--- src/rtl/jt12_slot_sched.sv ---
// ---------------------------------------------------------------------------
// jt12_slot_sched
//
// Slot sequencer and register-write scheduler for the JT12 24-slot operator
// pipeline. A rotating slot counter (with companion channel/operator
// counters) drives the per-slot shift-register chain. CPU parameter writes
// are queued in a small FIFO. Each write is released only when its target
// slot reaches the insertion point, which is LEAD slots ahead of the index
// position. This keeps register updates coherent with the time-multiplexed
// datapath without stalling the CPU side.
//
// Parameters
//   DW     write data width
//   DEPTH  pending-write FIFO depth (power of two, 2..16)
//   LEAD   slots of advance (0..23) between firing and the target slot
//
// Ports
//   clk       system clock
//   rst       synchronous active-high reset
//   clk_en    slot advance enable (one slot per enabled clk)
//   wr_req    write request, sampled every clk
//   wr_ch     target channel 0..5 (6, 7 are rejected)
//   wr_op     target operator 0..3 (S1..S4)
//   wr_data   value to write
//   wr_full   FIFO full (combinational from occupancy)
//   wr_err    one-clk pulse when a request with an invalid channel is dropped
//   cur_slot  current slot 0..23
//   cur_ch    current channel 0..5
//   cur_op    current operator
//   zero      high while cur_slot == 0
//   upd_en    one-clk write strobe
//   upd_slot  slot being written (held between strobes)
//   upd_data  data being written (held between strobes)
// ---------------------------------------------------------------------------
module jt12_slot_sched #(
    parameter int DW    = 8,
    parameter int DEPTH = 4,
    parameter int LEAD  = 0
) (
    input  logic          clk,
    input  logic          rst,
    input  logic          clk_en,
    input  logic          wr_req,
    input  logic [2:0]    wr_ch,
    input  logic [1:0]    wr_op,
    input  logic [DW-1:0] wr_data,
    output logic          wr_full,
    output logic          wr_err,
    output logic [4:0]    cur_slot,
    output logic [2:0]    cur_ch,
    output logic [1:0]    cur_op,
    output logic          zero,
    output logic          upd_en,
    output logic [4:0]    upd_slot,
    output logic [DW-1:0] upd_data
);

    localparam int AW = $clog2(DEPTH);

    // -----------------------------------------------------------------------
    // Slot sequencer
    // -----------------------------------------------------------------------
    logic [4:0] slot_reg;
    logic [2:0] ch_reg;
    logic [1:0] grp_reg;
    logic [1:0] op_reg;
    logic [1:0] grp_next;

    assign grp_next = grp_reg + 2'd1;

    // Group-to-operator order S1,S3,S2,S4 (g0->op0, g1->op2, g2->op1,
    // g3->op3) is simply a swap of the two group bits; it is its own inverse,
    // so the same swap maps an operator back to its group.
    always_ff @(posedge clk) begin
        if (rst) begin
            slot_reg <= 5'd0;
            ch_reg   <= 3'd0;
            grp_reg  <= 2'd0;
            op_reg   <= 2'd0;
        end else if (clk_en) begin
            if (slot_reg == 5'd23) begin
                slot_reg <= 5'd0;
                ch_reg   <= 3'd0;
                grp_reg  <= 2'd0;
                op_reg   <= 2'd0;
            end else begin
                slot_reg <= slot_reg + 5'd1;
                if (ch_reg == 3'd5) begin
                    ch_reg  <= 3'd0;
                    grp_reg <= grp_next;
                    op_reg  <= {grp_next[0], grp_next[1]};
                end else begin
                    ch_reg <= ch_reg + 3'd1;
                end
            end
        end
    end

    assign cur_slot = slot_reg;
    assign cur_ch   = ch_reg;
    assign cur_op   = op_reg;
    assign zero     = (slot_reg == 5'd0);

    // -----------------------------------------------------------------------
    // Push-side slot arithmetic: target slot and fire slot
    // -----------------------------------------------------------------------
    logic [1:0] push_grp;
    logic [4:0] push_tgt;
    logic [5:0] fire_sum;
    logic [4:0] push_fire;

    always_comb begin
        push_grp  = {wr_op[0], wr_op[1]};
        push_tgt  = 5'(({3'd0, push_grp} * 5'd6) + {2'd0, wr_ch});
        // T + 24 - LEAD lies in 1..47, so a single conditional subtract
        // is enough to reduce it modulo 24.
        fire_sum  = {1'b0, push_tgt} + 6'd24 - 6'(LEAD);
        push_fire = (fire_sum >= 6'd24) ? 5'(fire_sum - 6'd24) : fire_sum[4:0];
    end

    // -----------------------------------------------------------------------
    // Pending-write FIFO
    // -----------------------------------------------------------------------
    logic [DW-1:0] mem_data [DEPTH];
    logic [4:0]    mem_tgt  [DEPTH];
    logic [4:0]    mem_fire [DEPTH];

    logic [AW-1:0] wr_ptr_reg;
    logic [AW-1:0] rd_ptr_reg;
    logic [AW:0]   count_reg;

    logic push_ok;
    logic pop_ok;
    logic ch_bad;

    assign wr_full = (count_reg == (AW+1)'(DEPTH));
    assign ch_bad  = (wr_ch > 3'd5);
    assign push_ok = wr_req && !ch_bad && !wr_full;
    // Only the head is eligible, and it is compared against the slot value
    // before this edge's advance. Frozen slots (clk_en=0) never retire.
    assign pop_ok  = clk_en && (count_reg != '0) && (mem_fire[rd_ptr_reg] == slot_reg);

    // Storage is not reset: occupancy alone decides what is valid.
    always_ff @(posedge clk) begin
        if (push_ok) begin
            mem_data[wr_ptr_reg] <= wr_data;
            mem_tgt[wr_ptr_reg]  <= push_tgt;
            mem_fire[wr_ptr_reg] <= push_fire;
        end
    end

    always_ff @(posedge clk) begin
        if (rst) begin
            wr_ptr_reg <= '0;
            rd_ptr_reg <= '0;
            count_reg  <= '0;
        end else begin
            if (push_ok) begin
                wr_ptr_reg <= wr_ptr_reg + AW'(1);
            end
            if (pop_ok) begin
                rd_ptr_reg <= rd_ptr_reg + AW'(1);
            end
            case ({push_ok, pop_ok})
                2'b10:   count_reg <= count_reg + (AW+1)'(1);
                2'b01:   count_reg <= count_reg - (AW+1)'(1);
                default: count_reg <= count_reg;
            endcase
        end
    end

    // -----------------------------------------------------------------------
    // Registered strobes and update outputs
    // -----------------------------------------------------------------------
    logic          upd_en_reg;
    logic [4:0]    upd_slot_reg;
    logic [DW-1:0] upd_data_reg;
    logic          wr_err_reg;

    always_ff @(posedge clk) begin
        if (rst) begin
            upd_en_reg   <= 1'b0;
            upd_slot_reg <= 5'd0;
            upd_data_reg <= '0;
            wr_err_reg   <= 1'b0;
        end else begin
            upd_en_reg <= pop_ok;
            wr_err_reg <= wr_req && ch_bad;
            if (pop_ok) begin
                upd_slot_reg <= mem_tgt[rd_ptr_reg];
                upd_data_reg <= mem_data[rd_ptr_reg];
            end
        end
    end

    assign upd_en   = upd_en_reg;
    assign upd_slot = upd_slot_reg;
    assign upd_data = upd_data_reg;
    assign wr_err   = wr_err_reg;

endmodule

--- config.mk ---
export PLATFORM = sky130hd
export DESIGN_NAME = jt12_slot_sched
export DESIGN_NICKNAME = d
export VERILOG_FILES = /design/src/rtl/jt12_slot_sched.sv
export SDC_FILE = /design/constraint.sdc
export NUM_CORES = 1
export LEC_CHECK = 0
export BUFFER_PORTS_ARGS = -buffer_cell sky130_fd_sc_hd__buf_2
export CAP_MARGIN = 20
export CORE_ASPECT_RATIO = 0.9
export CORE_MARGIN = 2
export CORE_UTILIZATION = 58
export CTS_CLUSTER_SIZE = 20
export DETAILED_ROUTE_END_ITERATION = 16
export MAX_ROUTING_LAYER = met4
export PLACE_DENSITY = 0.89
export SLEW_MARGIN = 20
export SYNTH_ARGS = -nofsm -noshare
export SYNTH_HDL_FRONTEND = slang
export SYNTH_SLANG_ARGS = --single-unit
--- constraint.sdc ---
create_clock -name clk -period 3.13 [get_ports clk]
set_input_delay 0.1565 -clock clk [delete_from_list [all_inputs] [get_ports clk]]
set_output_delay 0.1565 -clock clk [all_outputs]
set_load 0.01 [all_outputs]
---- Word level (Yosys, flattened, before mapping) ----
Memory sizes are Yosys's and may differ from the RTL's. A register that Yosys moved wholly into a read port is not among the register bits.
Index checks and enable logic that the tools add are counted.
storage, ports and cells
  bits in registers ....................... 21
  latch bits .............................. 0
  bits in writable memories ............... 72
  ROM bits ................................ 0
  input port bits ......................... 17
  output and inout bits ................... 27
  word-level logic and storage cells ...... 56
  memories ................................ 3
memories
  name      depth  width  read ports  clocked after Yosys merged registers in  wr ports  RTL line  source
  mem_data  4      8      1           1                                        1         124       logic [DW-1:0] mem_data [DEPTH];
  mem_fire  4      5      1           1                                        1         126       logic [4:0] mem_fire [DEPTH];
  mem_tgt   4      5      1           1                                        1         125       logic [4:0] mem_tgt [DEPTH];
cells by class
  $add $sub $neg .......................... 10
  $mul .................................... 1
  divide/modulo/power cells ............... 0
  $lt $le $gt $ge ......................... 2
  equal/unequal tests ..................... 6
  shifts and indexed selects .............. 0
  muxes and demuxes ....................... 13
  bitwise logic cells ..................... 0
  reduce and logical (&&, ||, !) cells .... 12
operators by type and width
  kind                   number
  $mux W2                6
  $mux W5                2
  $add A2 B1 Y2 const B  3
  $add A3 B1 Y3 const B  2
  $add A5 B5 Y6 const B  1
  $eq A3 B3 Y1 const B   2
  $ge A6 B5 Y1 const B   1
  $mux W3                2
  $pmux W3 S2            1
  $add A5 B1 Y5 const B  1
  $add A5 B3 Y5          1
  $eq A5 B5 Y1           1
  $eq A5 B5 Y1 const B   1
  $logic_and A1 B1 Y1    5
  $logic_not A5 Y1       1
  $sub A5 B5 Y5 const B  1
  $mul A2 B2 Y4 const B  1
  $reduce_bool A2 Y1     2
  $gt A3 B3 Y1 const B   1
  $reduce_bool A3 Y1     1
  $sub A3 B1 Y3 const B  1
  $eq A2 B1 Y1 const B   1
  $eq A2 B2 Y1 const B   1
  $logic_not A1 Y1       2
  2 further kinds        3

---- Longest topological paths before layout ----
  word-level depth ........................ 6
  gate-level depth with buffers ........... 12
  mapped depth without buffers ............ 12

---- Worst setup path after synthesis ----
No wires, ideal clock.
  path type ............................... register to register
  from .................................... register with a tool-made name
  to ...................................... register count_reg[2]
  setup time .............................. 0.070 ns
  arrival time ............................ 2.799 ns
  setup slack ............................. 0.260 ns
  stages on the path, launching flop included .. 13
  buffers on the path ..................... 2
  cells stage by stage .................... dfxtp_1 > buf_6 > mux4_2 > xnor2_2 > nand4_4 > clkbuf_1 > nor2_1 > ha_1 > inv_1 > fa_1 > xor2_1 > or3_1 > a21oi_1
RTL lines
  what                  RTL line  source
  to (signal assigned)  165       2'b10: count_reg <= count_reg + (AW+1)'(1);
  to (signal assigned)  166       2'b01: count_reg <= count_reg - (AW+1)'(1);
  to (signal assigned)  167       default: count_reg <= count_reg;
  to (decl)             130       logic [AW:0] count_reg;

==> flow_summary.rst <==
.. list-table::
   :header-rows: 1

   * - Metric
     - Value
   * - Result of the run
     - completed
   * - Number of global-route vias before repair
     - 2577
   * - DRC marker count from the first detailed-route iteration
     - around 150
   * - Post-synthesis async set-or-reset flop share
     - 0%
   * - Vias after detailed routing
     - 2481
   * - Most frequently used flop master after synthesis
     - edfxtp_1
   * - Most instantiated library cell after synthesis
     - edfxtp_1
   * - Number of inserted filler cells in the final layout
     - 477
   * - Highest clock frequency the design can meet
     - 0.348 GHz
   * - Hold Fails Final Rpt
     - 0
   * - Crit path time final
     - 2.88 ns
   * - Global-route wire length before repair
     - 12900 µm
   * - Mapped Area
     - between 3000 and 4000 µm²
   * - Count of unique library cells instantiated by Yosys
     - 35
   * - Die area
     - ~7500 µm²
   * - Clock tree from TritonCTS
     - yes
   * - Library cell used as clock root buffer
     - clkbuf_8
   * - GR Util All Layers
     - 24.0%
   * - Largest area contributor in the netlist
     - edfxtp_1
   * - Share of post-route cells with drive strength above 1
     - 25.9%
   * - Slowest stage delay, CP
     - 0.60 ns
   * - Peak ir drop on the vdd network
     - 0.396 mV
   * - Clock sink count
     - 94
   * - Cell count after synthesis
     - 284
   * - Top post-synthesis cells by count
     - edfxtp_1 (60), dfxtp_1 (34), a21oi_1 (27)
   * - Sequential fraction of the synthesis area
     - 62.5%
   * - Pin count of the biggest net entering global routing
     - 34
   * - Starting density of the core
     - approximately three fifths
   * - Placer's final routability congestion estimate
     - 0.776
   * - Register containing the most flip-flops in the final layout
     - mem_data
   * - Number of setup violations in the final report
     - 0
   * - Final setup skew
     - 0.00848 ns
   * - Core region area
     - roughly 6600 µm²
   * - Post-synth EDFFs
     - 60
   * - Drt pass-1 iters
     - 5
   * - Die Height
     - 82.5 µm
   * - Average vias per placed instance
     - between 5 and 6
   * - Number of nets with antenna violations after routing
     - 0
   * - Kind of critical path
     - reg -> reg
   * - Setup crit end kind
     - register
   * - Buffers on Ports
     - 43
   * - Final net count
     - 363
   * - Max Root-Sink Buffers
     - 2
   * - Tightest Pin Transition
     - between 0.8 and 0.9 ns
   * - Total half-perimeter wirelength after legalization and detailed placement
     - about 5100 µm
   * - Number of flip-flops under the largest register name
     - 32
   * - Switching power as a share of total power
     - 22.4%
   * - Accumulated negative setup slack
     - 0 ns
   * - Share of Yosys cell area claimed by the top area cell type
     - 45.4%
   * - PostCTS Resize Cnt
     - 0
   * - Worst setup slack after layout
     - about 0.25 ns
   * - Num CTS Buffers
     - 9
   * - RSZ-0062 raised after global routing
     - no
   * - Biggest registers after layout
     - mem_data: 32 flops, mem_fire: 17 flops, mem_tgt: 11 flops
   * - Post-CTS clock slew at the launch and capture registers of the worst setup and hold paths
     - ~0.090 ns
   * - WP data required
     - between 3 and 4 ns
   * - Startpoint class of the critical path
     - register
   * - Num ports
     - between 40 and 50
   * - Internal power component
     - 0.00201 W
   * - Arrival time of the worst setup path
     - 3.17 ns
   * - Final Max Slew Viols
     - 0
   * - Warning count from the yosys run
     - 0
   * - Routed wire length
     - between 7000 and 8000 µm
   * - Power Dens Cells
     - roughly 570 nW/µm²
   * - Mean post-synth cell area
     - approximately 14 µm²
   * - Hold path startpoint
     - wr_data[5]
   * - Fin Hold WS
     - 0.00756 ns
   * - CP max FO
     - 5
   * - Number of register bits inferred by synthesis
     - 94
   * - Floorplan die width
     - 91.2 µm
   * - Antenna violations before repair
     - 0
   * - Area grow syn2layout
     - 14.3%
   * - Number of violations of the max-capacitance limit
     - 0
   * - Average routed wire per standard cell
     - 18.3 µm
   * - Remaining Overflow, GRT
     - 0
   * - CP Cell Sequence
     - mux4_2 > xnor2_2 > nand4_4 > nor2_1 > ha_1 > inv_1 > fa_1 > xor2_1 > or3_1 > a21oi_1
   * - Proportion of power drawn by combinational gates
     - about 9.0%
   * - Level count of the clock H-tree
     - 3
   * - Antenna Cells
     - 0
   * - Net Switching
     - just under 0.0006 W
   * - Clock share of power
     - 36.6%
   * - Top cells by area in the synthesized netlist
     - edfxtp_1 (45%), dfxtp_1 (17%), mux4_2 (10%)
   * - Cell row count
     - 28
   * - Worst setup slack after placement
     - 0.289 ns
   * - Hold buffer count at CTS
     - 3
   * - DR DRC count
     - 0
   * - Register share of total power
     - 54.4%
   * - Syn nets
     - 316
   * - Slowest cell on the critical path
     - mux4_2
   * - Class of the worst hold path
     - in -> reg
   * - Share of the cycle needed by the critical path after routing
     - 91.9%
   * - Worst-Skew Late Latency
     - 0.37 ns
   * - Normalized max-slew margin
     - 45.3%
   * - Leakage
     - around 1.7 nW
   * - Buffers inserted during post-CTS setup optimization
     - 0
area by class of cell:
class                      count  area (µm²)  area share (%)
tap                           90         113            2.48
clock inverter                 7         120            2.65
inverter                      14        52.6            1.16
clock buffer                   9         124            2.73
multi-input combinational    162        1370            30.2
timing repair buffer          50         275            6.07
sequential                    94        2480            54.7
kinds of logic (layout without fill, tap and decap cells):
| kind of cell | after synthesis | in the layout | share of synthesized area [%] |
|---|---|---|---|
| xor gates and xnor gates | 13 | 13 | 3.44 |
| muxes | 20 | 20 | 10.7 |
| buffers and inverters | 28 | 80 | 2.93 |
| and+or+nand+nor | 66 | 66 | 9.05 |
| AOI/OAI and AO/OA | 48 | 48 | 6.21 |
| adders and majority gates | 15 | 15 | 5.11 |
| DFF | 94 | 94 | 62.5 |
per-layer routing:
layer | track usage [%] | share of wire [%] | up-vias
met5 | - | 0 | -
met4 | 6.97 | 1.3 | 0
met3 | 6.62 | 7.1 | 11
met2 | 42.0 | 51 | 95
met1 | 27.8 | 41 | 1228
li1 | - | - | 1147
per-stage QoR:
step	instances	cell area (µm²)	total power, W	utilization, %
4_1_cts	426	4540	0.00260	68.9
3_3_place_gp	407	4260	0.00165	64.7
2_1_floorplan	284	3970	0.00159	-
3_5_place_dp	407	4260	0.00166	64.7
5_1_grt	426	4540	0.00268	68.9
6_report	426	4540	0.00259	68.9
layout by cell type, fill, tap and decap left out, drive strengths merged, types with 2 or more instances in the layout:
master,n
nand2,7
or3,4
dlygate4sd3,3
buf,47
and2,5
nand4,2
mux2i,2
bufinv,3
clkbuf,9
mux4,18
xnor2,8
nor3b,2
nor2,17
ha,13
nor4b,2
dfxtp,34
edfxtp,60
nand3,15
fa,2
xor2,5
o21ai,19
inv,15
a21oi,27
nor3,6
clkinv,2
critical path: cells and delay by family, from the launching register on:
| family | cells | cell delay, ns |
|---|---|---|
| buf+inv | 1 | 0.06 |
| xor+xnor | 2 | 0.37 |
| mux | 1 | 0.60 |
| flops | 1 | 0.52 |
| simple gates | 3 | 0.55 |
| compound gates | 1 | 0.14 |
| fa+ha+maj | 2 | 0.55 |
path summary, 6_finish.rpt:
kind	cells after the start	slack [ns]	end
worst min-delay path	1	0.008	mem_data[2][5]$_DFFE_PP_
worst max register to register	10	0.25	count_reg[2]$_SDFFE_PP0P_
worst max-delay path	10	0.25	count_reg[2]$_SDFFE_PP0P_
worst min register to register	2	0.49	upd_slot[2]$_SDFFE_PP0P_
power by group through the flow:
stage	sequential, W	combinational, W	clock, W
after floorplan	0.00143	0.000158	0
after global placement	0.00143	0.000215	0
after detailed placement	0.00143	0.000229	0
after CTS	0.00141	0.000234	0.000962
after global routing	0.00141	0.000261	0.00101
final	0.00141	0.000234	0.000948
Note: power is estimated with default switching activity, not from simulation.
